$ cat config.mk
export PLATFORM = sky130hd
export DESIGN_NAME = word_width_reducer
export DESIGN_NICKNAME = d
export VERILOG_FILES = /design/src/rtl/word_width_reducer.sv
export SDC_FILE = /design/constraint.sdc
export NUM_CORES = 1
export LEC_CHECK = 0
export CAP_MARGIN = 20
export CORE_ASPECT_RATIO = 1.75
export CORE_MARGIN = 5
export CORE_UTILIZATION = 57
export CTS_BUF_LIST = sky130_fd_sc_hd__clkbuf_4
export CTS_CLUSTER_SIZE = 28
export DETAILED_ROUTE_END_ITERATION = 8
export PLACE_DENSITY_LB_ADDON = 0.08
export RECOVER_POWER = 25
export SKIP_LAST_GASP = 1
export SYNTH_ARGS = -nofsm -noshare
export SYNTH_HDL_FRONTEND = slang
export SYNTH_SLANG_ARGS = --single-unit
$ cat constraint.sdc
create_clock -name clock -period 2.1 [get_ports clock]
set_input_delay 0.63 -clock clock [delete_from_list [all_inputs] [get_ports clock]]
set_output_delay 0.63 -clock clock [all_outputs]
set_load 0.005 [all_outputs]
$ cat src/rtl/word_width_reducer.sv
// word_width_reducer: serializes one wide word into WORD_COUNT narrow words over ready/valid
module word_width_reducer #(
    parameter int WORD_WIDTH_OUT = 8,
    parameter int WORD_COUNT     = 4,
    parameter bit MSB_FIRST      = 1'b0
) (
    input  logic                                 clock,
    input  logic                                 clear,
    input  logic                                 input_valid,
    output logic                                 input_ready,
    input  logic [WORD_WIDTH_OUT*WORD_COUNT-1:0] input_data,
    output logic                                 output_valid,
    input  logic                                 output_ready,
    output logic [WORD_WIDTH_OUT-1:0]            output_data,
    output logic                                 output_last
);
    localparam int WORD_WIDTH_IN = WORD_WIDTH_OUT * WORD_COUNT;
    localparam int CW = WORD_COUNT > 1 ? $clog2(WORD_COUNT) : 1;
    localparam logic [CW-1:0] LAST = CW'(WORD_COUNT - 1);
    typedef enum logic {EMPTY, SENDING} state_t;
    state_t                   state;
    logic [CW-1:0]            count;
    logic [WORD_WIDTH_IN-1:0] hold;
    logic                     in_fire;
    logic                     out_fire;
    assign output_valid = state == SENDING;
    assign output_last  = output_valid && count == LAST;
    assign input_ready  = state == EMPTY || (output_last && output_ready);
    assign in_fire      = input_valid && input_ready;
    assign out_fire     = output_valid && output_ready;
    assign output_data  = MSB_FIRST ? hold[WORD_WIDTH_IN-1 -: WORD_WIDTH_OUT] : hold[WORD_WIDTH_OUT-1:0];
    // Load on input handshake, otherwise shift the emitted slice out and advance/retire on output handshake
    always_ff @(posedge clock) begin
        if (clear) begin
            state <= EMPTY;
            count <= '0;
            hold  <= '0;
        end else if (in_fire) begin
            state <= SENDING;
            count <= '0;
            hold  <= input_data;
        end else if (out_fire) begin
            state <= output_last ? EMPTY : SENDING;
            count <= output_last ? '0 : count + 1'b1;
            hold  <= MSB_FIRST ? hold << WORD_WIDTH_OUT : hold >> WORD_WIDTH_OUT;
        end
    end
endmodule

==> results of run 1 <==
## what timing repair did
item,in CTS,in global routing
pin swaps,1,0
resized for setup,4,2
setup endpoints to repair,2,1
setup buffers,1,0
## layout by cell type (no fill, tap or decap), types with 2 or more instances in the layout
cell,instances
a22o_1,8
clkbuf_1,2
buf_12,3
nand2b_1,32
clkinvlp_4,2
clkdlybuf4s50_1,41
a2111oi_2,6
buf_4,10
dlygate4sd3_1,2
dfxtp_1,32
dfxtp_2,3
mux2i_1,24
mux2_2,18
o22ai_1,18
a211oi_1,18
nand2_1,3
nor2_1,15
clkbuf_4,5
## registers in the layout, summed over array words and instances, names as in the netlist
register,count
count,2
hold,32
output_valid,1
## cell type report
class,instances,area share
multi-input combinational,156,0.4695
sequential,35,0.2617
timing repair buffer,62,0.2245
tap,46,0.02139
clock buffer,5,0.01395
clock inverter,3,0.007438
inverter,1,0.001395
## per-stage QoR
stage / worst slack, ns / std cells / hold slack, ns / total power [mW] / cell area [um^2]
4_1_cts: -0.07103 / 308 / 0.4887 / 1.541 / 2689
3_3_place_gp: -0.005674 / 299 / 0.4522 / 1.145 / 2620
3_5_place_dp: -0.09569 / 299 / 0.4549 / 1.172 / 2620
6_report: 0.1297 / 308 / 0.4836 / 1.529 / 2691
5_1_grt: 0.04600 / 308 / 0.5104 / 1.619 / 2691
2_1_floorplan: 0.5447 / 219 / 0.4402 / 1.026 / 2161
## power by group through the flow
stage | Combinational (mW) | Clock (mW) | Sequential (mW)
3_5_place_dp | 0.410 | 0 | 0.761
2_1_floorplan | 0.273 | 0 | 0.752
4_1_cts | 0.413 | 0.382 | 0.746
6_report | 0.410 | 0.373 | 0.746
5_1_grt | 0.446 | 0.420 | 0.753
3_3_place_gp | 0.388 | 0 | 0.757
## critical path, cell delays in order
cell           delay, ns
dlygate4sd3_1       0.59
buf_12              0.17
mux2_1              0.38
nor2_2              0.11
clkbuf_2            0.20
a22o_1              0.17
## synthesized netlist by cell type (3+ instances only)
cell | n | area [um^2]
a211oi_1 | 18 | 135.1
clkbuf_1 | 5 | 18.77
buf_4 | 12 | 90.09
nor2_1 | 15 | 56.30
mux2_2 | 19 | 214.0
dfxtp_1 | 35 | 700.7
a2111oi_2 | 6 | 90.09
mux2i_1 | 24 | 240.2
nand2b_1 | 32 | 200.2
a22o_1 | 8 | 70.07
buf_2 | 4 | 20.02
o22ai_1 | 18 | 112.6
nand2_1 | 3 | 11.26
buf_6 | 5 | 56.30
## worst paths after layout
kind / startpoint / endpoint / depth (start not counted)
max reg2reg: output_valid$_SDFFE_PP0P_ / hold[25]$_SDFFE_PP0P_ / 5
min reg2reg: hold[26]$_SDFFE_PP0P_ / hold[26]$_SDFFE_PP0P_ / 1
max: input_valid / hold[25]$_SDFFE_PP0P_ / 6
min: hold[26]$_SDFFE_PP0P_ / hold[26]$_SDFFE_PP0P_ / 1
## per-layer routing
metal	up-vias	wire [um]	part of all wire	track usage
met5	-	0	0	0
met4	0	59	0.012	0.06931
met3	7	189	0.037	0.03262
met2	42	2817	0.56	0.3919
met1	859	2005	0.40	0.2134
li1	879	-	-	-
## kinds of logic after synthesis
| group | after synthesis | share of synthesized area |
|---|---|---|
| buffers and inverters | 28 | 0.09670 |
| and+or+nand+nor | 58 | 0.1604 |
| AOI/OAI and AO/OA | 54 | 0.2027 |
| adders and majority gates | 1 | 0.005789 |
| DFF | 35 | 0.3243 |
| muxes | 43 | 0.2102 |
==> results by group, run 1 <==
STA
  – Min Clock Period, post-route: 1.970 ns
  – RSZ-0062 raised after global routing: false
  – Final hold vios: 0
  – Final Setup Violations: 0
  – Max_slew headroom: 0.4891
  – Max-slew violations: 0
  – Worst-Margin Slew: ~0.77 ns
  – Period utilization: 0.9382
  – Setup TNS: 0 ns
  – Max Fclk: 507.5 MHz
  – Final Skew: 0.01229 ns

Finish
  – Seq. cell area: roughly 700 um^2
  – Fin nets: a little under 300
  – Syn-to-layout area delta: 24.55%
  – Ant diodes: 0
  – Area of the multi-input gates: roughly 1300 um^2
  – Core Util, Final: 0.7344
  – Share of post-route cells with drive strength above 1: 0.2176
  – Final-layout fill cell count: 300

Power
  – Sw Share: 0.2950
  – VDD IR max: 0.0006051 V
  – PD cells: roughly 570 nW/um^2
  – Leak Pwr: approximately 1.2 nW
  – Sw power: 0.4511 mW
  – Reg power frac: 0.488
  – Internal power: 1.078 mW
  – Comb power frac: 0.268
  – Clock Power Share: 0.244

Synthesis
  – Synth Flop Type: dfxtp_1
  – EDFF count, synth: 0
  – Syn_nets: around 260
  – Synth Cell Area: 2161 um^2
  – Ys Warns: 0
  – Yosys cell types: 29
  – Synthesis-stage register bit count: 35
  – Avg Cell Area, Syn: approximately 9.9 um^2
  – Async SR Flop Fraction: 0
  – Seq/Total Area, Yosys: 0.3243
  – Gate Count Post-Synth: approximately 220

Clock network
  – Total CTS buffers: 5
  – Worst skew pair latency: roughly 0.34 ns
  – CTS tree: done
  – Root buffer cell: clkbuf_4
  – Clk buf depth: 2
  – Clock Sinks: 35
  – CTS clk-pin slew, worst paths: 0.11 ns
  – Htree depth: 2
  – Number of hold buffers added after CTS: 0

Placed design
  – Dpl hpwl: 3875 um
  – Gpl congestion: between 0.7 and 0.8
  – Number of port buffers: 46

Floorplan
  – # rows: 29
  – Placeable Area: ~3700 um^2
  – Die area: a little over 5000 um^2
  – I/O pins: 47
  – Starting density of the core: 0.5896
  – Die Wd: ~57 um
  – Chip Height: approximately 91 um

Critical path
  – Critical Path Sink Type: register
  – CP Class: input pin to register
  – Flop-to-flop setup slack: 0.39 ns
  – Worst Path Arrival: about 2.3 ns
  – CP startpoint kind: input pin
  – Worst-path maximum fanout: 12
  – Worst Path Required: between 2 and 2.5 ns

Route
  – DR vias: ~1,800
  – Average wire per cell in the routed design: 16.47 um
  – DR iter-0 viols: between 60 and 70
  – Detailed Route WL: between 5000 and 6000 um
  – Drt drc: 0
  – Antenna Nets Post-Route: 0
  – Drt first pass iters: 4
  – Vias per inst: just under 6

Global route
  – First-pass GRT wire length: 8638 um
  – Largest net degree at the start of global routing: 47
  – Number of global-route vias before repair: a little under 2,000
  – Initial antenna violation count: 0
  – Gr usage total: 0.2030
  – Global route overflow: 0

Job
  – Total of max-cap violations: 0

Min path
  – Hold Path Class: register to register

Run status
  – Status: finished clean
No activity file was read; power rests on OpenSTA's default activity.
==> run 2, diff against run 1 <==
--- a/config.mk
+++ b/config.mk
@@ -5,10 +5,11 @@
 export SDC_FILE = /design/constraint.sdc
 export NUM_CORES = 1
 export LEC_CHECK = 0
-export CAP_MARGIN = 20
+export ABC_AREA = 1
+export CAP_MARGIN = 40
 export CORE_ASPECT_RATIO = 1.75
 export CORE_MARGIN = 5
-export CORE_UTILIZATION = 57
+export CORE_UTILIZATION = 54
 export CTS_BUF_LIST = sky130_fd_sc_hd__clkbuf_4
 export CTS_CLUSTER_SIZE = 28
 export DETAILED_ROUTE_END_ITERATION = 8
==> constraint.sdc (replaced) <==
create_clock -name clock -period 2.1 [get_ports clock]
set_input_delay 0.315 -clock clock [delete_from_list [all_inputs] [get_ports clock]]
set_output_delay 0.315 -clock clock [all_outputs]
set_load 0.005 [all_outputs]
==> run 2 against run 1 <==
  * Power increased by 2.6%
  * Clock-buffer cell count is the same
  * Fmax up 0.54%
  * Via count down 2.7%
  * Flip-flop and latch count stayed put
  * Sequential power about the same
  * Die area down 9.7%
  * Largest cell class unchanged
  * First-iteration DRC count fell by 17%
  * Critical endpoint is now input_ready
  * Clock power rose by 31%
  * Non-clock buffer count decreased by 7
  * Routed wire length decreased by 23%
==> results by group, run 2 <==
STA
  – Final Setup Violations: 0
  – Min Clock Period, post-route: 1.960 ns
  – Setup TNS: 0 ns
  – Period utilization: 0.9332
  – Worst-Margin Slew: around 0.67 ns
  – Max_slew headroom: 0.5560
  – RSZ-0062 raised after global routing: false
  – Max-slew violations: 0
  – Final Skew: between 0.015 and 0.02 ns
  – Final hold vios: 0
  – Max Fclk: 510.3 MHz

Job
  – Total of max-cap violations: 0

Power
  – Leak Pwr: between 0.9 and 1 nW
  – PD cells: ~680 nW/um^2
  – Reg power frac: 0.474
  – VDD IR max: 0.0004576 V
  – Clock Power Share: 0.310
  – Comb power frac: 0.216
  – Internal power: about 1.1 mW
  – Sw power: roughly 0.43 mW
  – Sw Share: 0.2721

Global route
  – First-pass GRT wire length: 6665 um
  – Gr usage total: 0.1897
  – Initial antenna violation count: 0
  – Number of global-route vias before repair: 1,639
  – Global route overflow: 0
  – Largest net degree at the start of global routing: 50

Critical path
  – Cell breakdown of the critical path: ha_1 -> nand2_1 -> nand2_1 -> clkdlybuf4s50_1
  – CP Buf/Inv Count: 1
  – CP delay by family, top: buffers and inverters
  – Worst-path maximum fanout: 3
  – Critical Path Sink Type: output port
  – CP Class: register to output port
  – Worst Path Arrival: 1.64 ns
  – Critical path's slowest cell: clkdlybuf4s50_1
  – CP peak stage delay: 0.52 ns
  – CP dominant cell by count: nand2_1
  – CP startpoint kind: register
  – Worst Path Required: approximately 1.8 ns

Route
  – Average wire per cell in the routed design: ~11 um
  – DR iter-0 viols: between 50 and 60
  – Antenna Nets Post-Route: 0
  – Detailed Route WL: slightly below 4000 um
  – DR vias: about 1,700
  – Vias per inst: about 4.9
  – Drt first pass iters: 4
  – Drt drc: 0

Floorplan
  – # rows: 28
  – Chip Height: approximately 87 um
  – Placeable Area: 3328 um^2
  – I/O pins: 47
  – Die area: around 4700 um^2
  – Die Wd: about 54 um
  – Starting density of the core: 0.5459

Clock network
  – Root buffer cell: clkbuf_4
  – Htree depth: 2
  – Clk buf depth: 2
  – Total CTS buffers: 5
  – Setup bufs post-CTS: 0
  – Number of hold buffers added after CTS: 0
  – Clock Sinks: 35
  – Gates resized, CTS repair: 0
  – CTS clk-pin slew, worst paths: around 0.12 ns
  – CTS tree: done
  – Worst skew pair latency: between 0.3 and 0.4 ns

Finish
  – Ant diodes: 0
  – Max reg flops: 32
  – Syn-to-layout area delta: 27.89%
  – Most frequent cells in the layout: nor2_1, clkdlybuf4s50_1, nand2_1
  – Final-layout fill cell count: roughly 310
  – Fin nets: 346
  – Share of post-route cells with drive strength above 1: 0.07097
  – Largest reg by FF count: hold
  – Core Util, Final: 0.6981
  – Leading cell type in the layout, fill and taps excluded: nor2_1

Min path
  – Hold Path Class: input pin to register

Synthesis
  – Top post-synthesis cells by area: dfxtp_1, nor2_1, a21oi_1, nand3_1, nand2_1
  – Gate Count Post-Synth: 275
  – Async SR Flop Fraction: 0
  – Avg Cell Area, Syn: ~6.6 um^2
  – Most frequent cell after synthesis: nor2_1
  – Syn_nets: between 300 and 400
  – Synthesis-stage register bit count: 35
  – Share of the synthesized area in the top cell type: 0.3857
  – Dominant cell type by area after synthesis: dfxtp_1
  – Commonest cells post-synth: nor2_1, nand2_1, dfxtp_1, a21oi_1, nand3_1
  – Synth Cell Area: around 1800 um^2
  – Ys Warns: 0
  – Yosys cell types: 20
  – Synth Flop Type: dfxtp_1
  – EDFF count, synth: 0
  – Seq/Total Area, Yosys: 0.3857

Run status
  – Status: finished clean

Placed design
  – Dpl hpwl: about 2800 um
  – Gpl congestion: 0.7477
  – Number of port buffers: 46
## run 2: cell count changes after synthesis, moves of 6 or more
cell,before,now
o22ai_1,18,0
o21ai_0,1,20
a2111oi_2,6,0
mux2_2,19,0
mux2i_1,24,0
inv_1,0,27
nand2_1,3,37
a22o_1,8,0
nor2_1,15,49
nand2b_1,32,0
nand3_1,1,33
a211oi_1,18,1
a21oi_1,1,34
## run 2: stage by stage
stage / power [mW] / setup WS [ns] / hold slack, ns / std cells / instance area, um^2
2_1_floorplan: 0.9765 / 0.8286 / 0.4522 / 275 / 1817
3_3_place_gp: 1.093 / 0.2433 / 0.4654 / 347 / 2246
3_5_place_dp: 1.101 / 0.2315 / 0.4742 / 347 / 2246
4_1_cts: 1.584 / 0.09817 / 0.3559 / 355 / 2327
5_1_grt: 1.667 / 0.04489 / 0.3583 / 355 / 2323
6_report: 1.569 / 0.1403 / 0.3551 / 355 / 2323
## run 2: path summary, 6_finish.rpt
| check | startpoint | end | slack [ns] | cells after the start |
|---|---|---|---|---|
| setup / recovery | count[0]$_SDFFE_PP0P_ | input_ready | 0.14 | 4 |
| setup reg to reg | count[0]$_SDFFE_PP0P_ | hold[25]$_SDFFE_PP0P_ | 0.53 | 5 |
| hold / removal | input_valid | hold[30]$_SDFFE_PP0P_ | 0.36 | 4 |
| hold reg to reg | count[1]$_SDFFE_PP0P_ | count[1]$_SDFFE_PP0P_ | 0.49 | 2 |
## run 2: power by group through the flow
stage	combinational [mW]	sequential, mW	clock, mW
floorplan	0.223	0.753	0
global placement	0.335	0.757	0
detailed placement	0.341	0.760	0
CTS	0.343	0.745	0.496
global route	0.385	0.750	0.532
finish	0.338	0.744	0.487
## run 2: worst reg2reg max path, stage by stage, from the launching register on
cell and delay (ns):
dfxtp_1 0.38, ha_1 0.21, nand2_1 0.08, a21oi_1 0.53, nand2_1 0.14, a21oi_1 0.16
## run 2: area by class of cell
class | instances | area [um^2] | share of cell area
Clock buffer | 5 | 37.54 | 0.01616
Inverter | 28 | 105.1 | 0.04523
Tap cell | 45 | 56.30 | 0.02423
Multi-Input combinational cell | 184 | 832.0 | 0.3581
Timing Repair Buffer | 55 | 548.0 | 0.2359
Sequential cell | 35 | 700.7 | 0.3016
Clock inverter | 3 | 43.79 | 0.01885
## run 2: per-layer routing
layer	global-route usage	part of all wire
met1	0.1944	0.39
met2	0.3400	0.53
met3	0.04819	0.050
met4	0.08837	0.026
met5	0	0
## run 2: cells by family (layout without fill, tap and decap cells)
logic type	Yosys count	in the layout	share of synthesized area
compound gates	60	60	0.1687
fa+ha+maj	1	1	0.006886
buf+inv	56	91	0.1543
flops	35	35	0.3857
simple gates	123	123	0.2844
==> run 3, diff against run 2 <==
==> constraint.sdc (replaced) <==
create_clock -name clock -period 2.4 [get_ports clock]
set_input_delay 0.36 -clock clock [delete_from_list [all_inputs] [get_ports clock]]
set_output_delay 0.36 -clock clock [all_outputs]
set_load 0.005 [all_outputs]
==> run 3 against run 2 <==
  * Flip-flop and latch count unchanged
  * Combinational power down 16%
  * Sequential share of layout area up 0.95 points
  * Critical path depth unchanged
  * Non-clock buffer count down 2
  * Final cell count down 0.56%
  * Global-route usage down 0.79 points
  * First-iteration DRC count down 60%
  * Hold slack better by 0.062 ns
  * Register-to-register slack worse by 0.03 ns
  * Power down 20%
  * Critical endpoint unchanged
  * Largest power group unchanged
==> results by group, run 3 (same netlist as run 2, synthesis figures left out) <==
Floorplan
  – Die area: approximately 4700 um^2
  – Chip Height: between 80 and 90 um
  – Die Wd: ~54 um
  – Starting density of the core: 0.5459
  – I/O pins: between 40 and 50
  – Placeable Area: around 3300 um^2
  – # rows: 28

Critical path
  – Critical Path Sink Type: output port
  – Cell breakdown of the critical path: ha_1 -> nand2_1 -> nand2_1 -> clkdlybuf4s50_1
  – Flop-to-flop setup slack: ~0.5 ns
  – CP dominant cell by count: nand2_1
  – CP Class: register to output port
  – R2R depth: 7
  – Worst-path maximum fanout: 3
  – Worst Path Arrival: approximately 1.6 ns
  – Critical path's slowest cell: clkdlybuf4s50_1
  – Reg2reg end: hold[21]$_SDFFE_PP0P_
  – CP peak stage delay: 0.50 ns
  – CP startpoint kind: register
  – Worst Path Required: roughly 2.0 ns
  – Reg2reg start: count[0]$_SDFFE_PP0P_

Clock network
  – CTS tree: done
  – Setup bufs post-CTS: 0
  – Clk buf depth: 2
  – Htree depth: 2
  – Root buffer cell: clkbuf_4
  – Gates resized, CTS repair: 0
  – CTS clk-pin slew, worst paths: 0.10 ns
  – Number of hold buffers added after CTS: 0
  – Worst skew pair latency: 0.35 ns
  – Total CTS buffers: 5
  – Clock Sinks: 35

Global route
  – Initial antenna violation count: 0
  – First-pass GRT wire length: approximately 6500 um
  – Global route overflow: 0
  – Largest net degree at the start of global routing: 50
  – Gr usage total: 0.1818
  – Number of global-route vias before repair: between 1,500 and 2,000

Finish
  – Fin nets: around 340
  – Max reg flops: 32
  – Leading cell type in the layout, fill and taps excluded: nor2_1
  – Ant diodes: 0
  – Share of post-route cells with drive strength above 1: 0.05844
  – Largest reg by FF count: hold
  – Syn-to-layout area delta: 23.97%
  – Most frequent cells in the layout: nor2_1, clkdlybuf4s50_1, nand2_1
  – Fin cells: ~350
  – Final-layout fill cell count: about 330

STA
  – RSZ-0062 raised after global routing: false
  – Final Skew: roughly 0.014 ns
  – Final Setup Violations: 0
  – Period utilization: 0.8060
  – Setup TNS: 0 ns
  – Worst-Margin Slew: about 0.9 ns
  – Max_slew headroom: 0.4056
  – Max-slew violations: 0
  – Max Fclk: 517.0 MHz
  – Final hold vios: 0
  – Min Clock Period, post-route: 1.934 ns

Route
  – Drt drc: 0
  – Drt first pass iters: 4
  – Antenna Nets Post-Route: 0
  – Vias per inst: 4.907
  – Detailed Route WL: around 3900 um
  – DR vias: 1,732
  – Average wire per cell in the routed design: between 10 and 15 um
  – DR iter-0 viols: 21

Run status
  – Status: finished clean

Placed design
  – Number of port buffers: between 40 and 50
  – Dpl hpwl: about 2700 um
  – Gpl congestion: between 0.7 and 0.8
  – DP Cell Count: around 350

Power
  – Final Power: roughly 1.2 mW
  – PD cells: between 500 and 600 nW/um^2
  – Leak Pwr: 0.9433 nW
  – VDD IR max: 0.0004669 V

Job
  – Total of max-cap violations: 0

Min path
  – Hold Path Class: input pin to register
  – Worst min-delay path startpoint: input_valid
  – Hold EP: hold[28]$_SDFFE_PP0P_
  – Worst hold path depth: 4
[run 3: changes by cell type in the layout (fill, tap and decap cells not counted)]
| cell | before | now |
|---|---|---|
| clkinvlp_4 | 0 | 1 |
| buf_4 | 7 | 6 |
| clkinv_1 | 0 | 2 |
| bufinv_16 | 1 | 0 |
| clkinv_4 | 1 | 0 |
| clkbuf_2 | 0 | 1 |
| clkinv_2 | 1 | 0 |
| buf_12 | 2 | 0 |
[run 3: area by class of cell]
type	count	area [um^2]	share of cell area
Multi-Input combinational cell	184	832.0	0.3694
Sequential cell	35	700.7	0.3111
Timing Repair Buffer	53	505.5	0.2244
Inverter	28	105.1	0.04667
Tap cell	45	56.30	0.02500
Clock buffer	5	37.54	0.01667
Clock inverter	3	15.01	0.006667
[run 3: per-stage QoR]
stage	setup slack [ns]	utilization	hold slack (ns)	cell area [um^2]
floorplan	1.129	-	0.4522	1817
global placement	0.4858	0.6628	0.4653	2206
detailed placement	0.4733	0.6628	0.4737	2206
CTS	0.4303	0.6786	0.4105	2258
global route	0.3051	0.6767	0.4130	2252
finish	0.4657	0.6767	0.4169	2252
[run 3: worst max-delay path by stage]
stage | start | to | slack (ns)
after floorplan | count[0]$_SDFFE_PP0P_ | hold[2]$_SDFFE_PP0P_ | 1.13
after global placement | output_ready | hold[7]$_SDFFE_PP0P_ | 0.49
after detailed placement | output_ready | hold[17]$_SDFFE_PP0P_ | 0.47
after CTS | count[0]$_SDFFE_PP0P_ | input_ready | 0.43
after global routing | count[0]$_SDFFE_PP0P_ | hold[22]$_SDFFE_PP0P_ | 0.31
final | count[0]$_SDFFE_PP0P_ | input_ready | 0.47
[run 3: power breakdown]
| group | internal (mW) | switching [mW] |
|---|---|---|
| combinational | 0.141 | 0.142 |
| sequential | 0.628 | 0.0232 |
| clock | 0.107 | 0.207 |
[run 3: metal layers]
layer | vias to the layer above | wire, um | global-route usage | share of wire
met5 | - | 0 | 0 | 0
met4 | 0 | 101 | 0.09070 | 0.026
met3 | 7 | 215 | 0.04303 | 0.055
met2 | 33 | 2004 | 0.3245 | 0.52
met1 | 758 | 1562 | 0.1867 | 0.40
li1 | 934 | - | - | -
[run 3: critical path, delay by kind of cell (launching register included)]
family / cells / cell delay (ns)
flops: 1 / 0.38
simple gates: 2 / 0.15
fa+ha+maj: 1 / 0.21
buf+inv: 1 / 0.50
